[src/rtl/l2_line_merge_buffer_if.sv]
// Bundles the load, write-beat and merged-line handshakes plus merge status.
// The master modport drives the buffer; the slave modport is the buffer itself.
interface l2_line_merge_buffer_if #(
  parameter int LINE_WIDTH = 256,
  parameter int BEAT_WIDTH = 128,
  parameter int CNT_WIDTH  = 8
);
  localparam int BEATS     = LINE_WIDTH / BEAT_WIDTH;
  localparam int OFS_WIDTH = $clog2(BEATS);

  logic                      load_valid;
  logic                      load_ready;
  logic [LINE_WIDTH-1:0]     load_line;

  logic                      wr_valid;
  logic                      wr_ready;
  logic [OFS_WIDTH-1:0]      wr_offset;
  logic [BEAT_WIDTH-1:0]     wr_data;
  logic [BEAT_WIDTH/8-1:0]   wr_byte_en;
  logic                      wr_last;

  logic                      out_valid;
  logic                      out_ready;
  logic [LINE_WIDTH-1:0]     out_line;
  logic [LINE_WIDTH/8-1:0]   out_byte_dirty;

  logic [CNT_WIDTH-1:0]      wr_count;
  logic                      busy;

  modport master (
    output load_valid, load_line,
    output wr_valid, wr_offset, wr_data, wr_byte_en, wr_last,
    output out_ready,
    input  load_ready, wr_ready, out_valid, out_line, out_byte_dirty, wr_count, busy
  );

  modport slave (
    input  load_valid, load_line,
    input  wr_valid, wr_offset, wr_data, wr_byte_en, wr_last,
    input  out_ready,
    output load_ready, wr_ready, out_valid, out_line, out_byte_dirty, wr_count, busy
  );
endinterface

[src/rtl/l2_line_merge_buffer.sv]
// L2 write-merge buffer: captures a base line, merges byte-masked beats into it,
// then offers the merged line and its per-byte dirty mask to the L2 array.
module l2_line_merge_buffer #(
  parameter int LINE_WIDTH = 256,
  parameter int BEAT_WIDTH = 128,
  parameter int CNT_WIDTH  = 8
) (
  input logic                  clk,
  input logic                  reset_n,
  l2_line_merge_buffer_if.slave bus
);
  localparam int BEATS      = LINE_WIDTH / BEAT_WIDTH;
  localparam int OFS_WIDTH  = $clog2(BEATS);
  localparam int BEAT_BYTES = BEAT_WIDTH / 8;
  localparam int LINE_BYTES = LINE_WIDTH / 8;

  localparam logic [1:0] IDLE  = 2'd0;
  localparam logic [1:0] MERGE = 2'd1;
  localparam logic [1:0] DRAIN = 2'd2;

  logic [1:0]            state_reg;
  logic [LINE_WIDTH-1:0] line_reg;
  logic [LINE_BYTES-1:0] dirty_reg;
  logic [CNT_WIDTH-1:0]  wr_count_reg;

  logic [LINE_WIDTH-1:0] line_next;
  logic [LINE_BYTES-1:0] dirty_next;

  // Each line byte belongs to one beat slot and one lane within that beat;
  // it is replaced only when the beat targets its slot and its lane is enabled.
  genvar gi;
  generate
    for (gi = 0; gi < LINE_BYTES; gi++) begin : g_byte
      localparam logic [OFS_WIDTH-1:0] SLOT = OFS_WIDTH'(gi / BEAT_BYTES);
      localparam int                   LANE = gi % BEAT_BYTES;
      logic byte_hit;

      assign byte_hit            = (bus.wr_offset == SLOT) && bus.wr_byte_en[LANE];
      assign line_next[gi*8 +: 8] = byte_hit ? bus.wr_data[LANE*8 +: 8] : line_reg[gi*8 +: 8];
      assign dirty_next[gi]      = dirty_reg[gi] | byte_hit;
    end
  endgenerate

  always_ff @(posedge clk or negedge reset_n) begin
    if (!reset_n) begin
      state_reg    <= IDLE;
      line_reg     <= '0;
      dirty_reg    <= '0;
      wr_count_reg <= '0;
    end else begin
      case (state_reg)
        IDLE: begin
          if (bus.load_valid) begin
            line_reg     <= bus.load_line;
            dirty_reg    <= '0;
            wr_count_reg <= '0;
            state_reg    <= MERGE;
          end
        end
        MERGE: begin
          if (bus.wr_valid) begin
            line_reg  <= line_next;
            dirty_reg <= dirty_next;
            if (wr_count_reg != {CNT_WIDTH{1'b1}})
              wr_count_reg <= wr_count_reg + CNT_WIDTH'(1);
            if (bus.wr_last)
              state_reg <= DRAIN;
          end
        end
        DRAIN: begin
          // Merged state is left in place after the hand-off until the next load.
          if (bus.out_ready)
            state_reg <= IDLE;
        end
        default: state_reg <= IDLE;
      endcase
    end
  end

  assign bus.load_ready     = (state_reg == IDLE);
  assign bus.wr_ready       = (state_reg == MERGE);
  assign bus.out_valid      = (state_reg == DRAIN);
  assign bus.busy           = (state_reg != IDLE);
  assign bus.out_line       = line_reg;
  assign bus.out_byte_dirty = dirty_reg;
  assign bus.wr_count       = wr_count_reg;
endmodule

[src/flat_wrapper.sv]
// flat-port wrapper written by rule: the top's interface ports become plain ports
module l2_line_merge_buffer_flat 
#(
  parameter int LINE_WIDTH = 256,
  parameter int BEAT_WIDTH = 128,
  parameter int CNT_WIDTH  = 8
)
  (clk, reset_n, bus_load_valid, bus_load_line, bus_wr_valid, bus_wr_offset, bus_wr_data, bus_wr_byte_en, bus_wr_last, bus_out_ready, bus_load_ready, bus_wr_ready, bus_out_valid, bus_out_line, bus_out_byte_dirty, bus_wr_count, bus_busy);
  l2_line_merge_buffer_if #(.LINE_WIDTH(LINE_WIDTH), .BEAT_WIDTH(BEAT_WIDTH), .CNT_WIDTH(CNT_WIDTH)) bus_i ();
  input logic clk;
  input logic reset_n;
  input wire logic [$bits(bus_i.load_valid)-1:0] bus_load_valid;
  input wire logic [$bits(bus_i.load_line)-1:0] bus_load_line;
  input wire logic [$bits(bus_i.wr_valid)-1:0] bus_wr_valid;
  input wire logic [$bits(bus_i.wr_offset)-1:0] bus_wr_offset;
  input wire logic [$bits(bus_i.wr_data)-1:0] bus_wr_data;
  input wire logic [$bits(bus_i.wr_byte_en)-1:0] bus_wr_byte_en;
  input wire logic [$bits(bus_i.wr_last)-1:0] bus_wr_last;
  input wire logic [$bits(bus_i.out_ready)-1:0] bus_out_ready;
  output wire logic [$bits(bus_i.load_ready)-1:0] bus_load_ready;
  output wire logic [$bits(bus_i.wr_ready)-1:0] bus_wr_ready;
  output wire logic [$bits(bus_i.out_valid)-1:0] bus_out_valid;
  output wire logic [$bits(bus_i.out_line)-1:0] bus_out_line;
  output wire logic [$bits(bus_i.out_byte_dirty)-1:0] bus_out_byte_dirty;
  output wire logic [$bits(bus_i.wr_count)-1:0] bus_wr_count;
  output wire logic [$bits(bus_i.busy)-1:0] bus_busy;
  assign bus_i.load_valid = bus_load_valid;
  assign bus_i.load_line = bus_load_line;
  assign bus_i.wr_valid = bus_wr_valid;
  assign bus_i.wr_offset = bus_wr_offset;
  assign bus_i.wr_data = bus_wr_data;
  assign bus_i.wr_byte_en = bus_wr_byte_en;
  assign bus_i.wr_last = bus_wr_last;
  assign bus_i.out_ready = bus_out_ready;
  assign bus_load_ready = bus_i.load_ready;
  assign bus_wr_ready = bus_i.wr_ready;
  assign bus_out_valid = bus_i.out_valid;
  assign bus_out_line = bus_i.out_line;
  assign bus_out_byte_dirty = bus_i.out_byte_dirty;
  assign bus_wr_count = bus_i.wr_count;
  assign bus_busy = bus_i.busy;
  l2_line_merge_buffer #(.LINE_WIDTH(LINE_WIDTH), .BEAT_WIDTH(BEAT_WIDTH), .CNT_WIDTH(CNT_WIDTH)) u_core (.clk(clk), .reset_n(reset_n), .bus(bus_i));
endmodule
[config.mk]
export PLATFORM = sky130hd
export DESIGN_NAME = l2_line_merge_buffer_flat
export DESIGN_NICKNAME = d
export VERILOG_FILES = /design/src/rtl/l2_line_merge_buffer_if.sv /design/src/rtl/l2_line_merge_buffer.sv /design/src/flat_wrapper.sv
export SDC_FILE = /design/constraint.sdc
export NUM_CORES = 1
export LEC_CHECK = 0
export ABC_CLOCK_PERIOD_IN_PS = 2000
export BUFFER_PORTS_ARGS = -buffer_cell sky130_fd_sc_hd__buf_2
export CORE_AREA = 2 2 275 277
export CTS_BUF_LIST = sky130_fd_sc_hd__clkbuf_8
export DETAILED_ROUTE_END_ITERATION = 6
export DIE_AREA = 0 0 277 279
export GPL_TIMING_DRIVEN = 0
export SYNTH_ARGS = -nofsm -noshare
export SYNTH_HDL_FRONTEND = slang
export SYNTH_SLANG_ARGS = --single-unit
[constraint.sdc]
create_clock -name clk -period 2 [get_ports clk]
set_input_delay 0.2 -clock clk [delete_from_list [all_inputs] [get_ports clk]]
set_output_delay 0.2 -clock clk [all_outputs]
set_load 0.02 [all_outputs]
==> impl_metrics.tcl <==
set metrics [dict create \
    final_util_pct 37.08 \
    cp.depth 7 \
    ir_drop_mv 0.6472 \
    setup_ws_ns -0.04810 \
    ant_nets 0 \
    use_met1_pct 20.73 \
    met2_usage_pct 32.64 \
    fin_crit_sh_pct 102.4 \
    cp_common_cell "buf_16" \
    hold_path.class "primary input to asynchronous set/reset pin" \
    routedWlPerCell_um 22.46 \
    numCtsBuffers 57 \
    die_area_sq_um 77280 \
    grt_usage_pct 18.49 \
    start_util_pct 20.39 \
    synth.top_cells.by_area "dfrtp_1 (49%), mux2_2 (38%), o31ai_4 (2.3%)" \
    clockRootBuffer "clkbuf_8" \
    ctsHtreeMaxLevel 2 \
    dpl.hpwl_mm 50.98 \
    setup_viol 148 \
    viasPerCell 4.355 \
    place_congestion 0.9382 \
    fin_area_sq_um 27470 \
    ys_seq_area_share_pct 49.37 \
    period_needed_ns 2.048 \
    p_leak_nw 13.07 \
    r2r_start "u_core.state_reg[1]$_DFFE_PN0P_" \
    synth_top_area_share_pct 49.37 \
    crit_type "register to register" \
    placed_cells 2751 \
    endpoint "u_core.bus.out_line[6]$_DFFE_PN0P_" \
    yosys.area.top_type "dfrtp_1" \
    worst_pin_slew_ns 0.7896 \
    ioPinCount 707 \
    grt_max_degree 113 \
    cp.required_ns 2.50 \
    final-max-slew-violation-count 0 \
    hold_viol 0 \
    num_vias 14440 \
    arrival_ns 2.55 \
    cts_tree "built" \
    yosysWarnings 0 \
    timing.critical_path.buf_inv 4 \
    syn_nets 1483 \
    fin_cells 3316 \
    maxSlewHeadroom_pct 47.36 \
    wl_mm 74.46 \
    clk_path_buf_depth 3 \
    grt_pass1_vias 16460 \
    drtPass1Iterations 5 \
    synth_flop_cell "dfrtp_1" \
    ff2ff_setup_slack_ns -0.05 \
    fin_skew_ns 0.01474 \
    syn-mean-instance-area_sq_um 14.05 \
    crit_family "buffers and inverters" \
    maxCapViolations 0 \
    max_freq_mhz 488.3 \
    final_common_cell "buf_2" \
    antenna_found_initial 5 \
    critPathMaxFanout 8 \
    die_w_um 277 \
    ys_types 41 \
    grt_pass1_wl_mm 106.2 \
    worstSkewPairLatency_ns 0.63 \
    drt_iter0_markers 519 \
    slowest_stage "dfrtp_2" \
    p_per_area_nw_per_um2 1375 \
    drive_above_1_share_pct 62.16 \
    die_y_um 279 \
    largest_register_ffs 256 \
    fin_nets 2709 \
    path_clk_slew_ns 0.06 \
    clock_sinks 298 \
    placed_area_sq_um 19910 \
    max_stage_delay_ns 0.45 \
    grt_setup_unrepaired "yes" \
    status "complete, but fails checks" \
    top_usage_layer "met2" \
    port_buffers 705 \
    start_kind "register" \
    grt_remaining_overflow 0 \
    r2r_end "u_core.bus.out_line[6]$_DFFE_PN0P_" \
    met3_usage_pct 4.401 \
    drc_errors 0 \
    mostFrequentLayoutCells "buf_2 (705), dlygate4sd3_1 (406), dfrtp_1 (297)" \
    startpoint "u_core.state_reg[1]$_DFFE_PN0P_" \
    syn2layout_area_growth_pct 81.85 \
    netlist_area_sq_um 15100 \
    fp-row-count 100 \
    syn_inst 1075 \
    core-area_sq_um 74070 \
    r2r_cells 7 \
    violations "setup timing" \
    path_cells "buf_6 -> or3b_4 -> buf_16 -> buf_16 -> o41ai_4 -> buf_12 -> mux2_4" \
    crit_path_end_kind "register" \
    synth_edf_count 0 \
    synth-seq-cells 298 \
    async_flop_share_pct 100.0 \
]
[per-stage QoR]
step / total power, mW / setup slack, ns / TNS [ns] / hold slack (ns)
2_1_floorplan: 20.61 / 0.02513 / 0 / -0.09559
3_3_place_gp: 27.03 / -5.125 / -1783.91 / 0.3927
3_5_place_dp: 27.38 / -1.624 / -282.49 / 0.2888
4_1_cts: 37.37 / -0.08026 / -2.296 / 0.1559
5_1_grt: 39.65 / -0.07985 / -8.743 / 0.2393
6_report: 37.78 / -0.04810 / -2.389 / 0.2168
[routing by layer]
metal / part of all wire (%) / up-vias / routed length [um]
li1: - / 6421 / -
met1: 39 / 7187 / 29240
met2: 50 / 646 / 37290
met3: 6.0 / 182 / 4462
met4: 4.6 / 4 / 3447
met5: 0.044 / - / 33
[cells by family after synthesis]
family	Yosys count	synth area share [%]
muxes	514	38.34
adders and majority gates	1	0.08283
buffers and inverters	71	2.179
and+or+nand+nor	104	3.306
AOI/OAI and AO/OA	87	6.719
DFF	298	49.37
[power by group]
group	switching (mW)	internal (mW)	leakage, nW
clock network	2.78	3.58	0.683
logic	10.6	9.86	8.87
registers	1.90	9.06	3.51
total	15.3	22.5	13.1
[area by class of cell]
type / instances / area, sq um
Timing Repair Buffer: 1170 / 8633
Buffer: 53 / 580.6
Tap cell: 969 / 1212
Clock inverter: 27 / 167.7
Sequential cell: 298 / 7458
Inverter: 15 / 58.81
Multi-Input combinational cell: 706 / 8314
Antenna cell: 3 / 7.507
Clock buffer: 75 / 1032
Fill cell: 7017 / 46610
[synthesized netlist by cell type (2+ instances only)]
cell      number
a21oi_1        2
a22oi_1        2
and3_1         3
and4_1         2
buf_1          5
buf_2         11
buf_4          3
buf_6          5
clkbuf_1      32
dfrtp_1      298
inv_1         15
mux2_2       513
nand2_1       58
nand2b_1       2
nand3_1        6
nand4_1        4
nand4b_1       2
nor2_1        10
nor3_1         5
o211a_1        2
o211ai_1       4
o21a_1        10
o21ai_0       28
o21ai_2        5
o21ai_4        2
o311ai_0       2
o31ai_4       16
o41ai_4        9
or3b_1         2
or3b_2         6
[worst min path at each step]
stage	end	slack (ns)	start
after floorplan	u_core.bus.out_byte_dirty[0]$_DFFE_PN0P_	-0.1	reset_n
after global placement	u_core.state_reg[1]$_DFFE_PN0P_	0.39	bus_out_ready
after detailed placement	u_core.bus.out_line[242]$_DFFE_PN0P_	0.29	reset_n
after CTS	u_core.bus.out_line[153]$_DFFE_PN0P_	0.16	reset_n
after global routing	u_core.bus.out_line[108]$_DFFE_PN0P_	0.24	reset_n
final	u_core.bus.out_line[155]$_DFFE_PN0P_	0.22	reset_n
[what timing repair did]
item | in CTS | in global routing
setup endpoints to repair | 300 | 262
hold endpoints to repair | 381 | 0
resized for setup | 316 | 82
hold buffers | 406 | 0
cloned | 6 | 0
pin swaps | 30 | 12
setup buffers | 50 | 1
(Power assumes the default switching activity.)
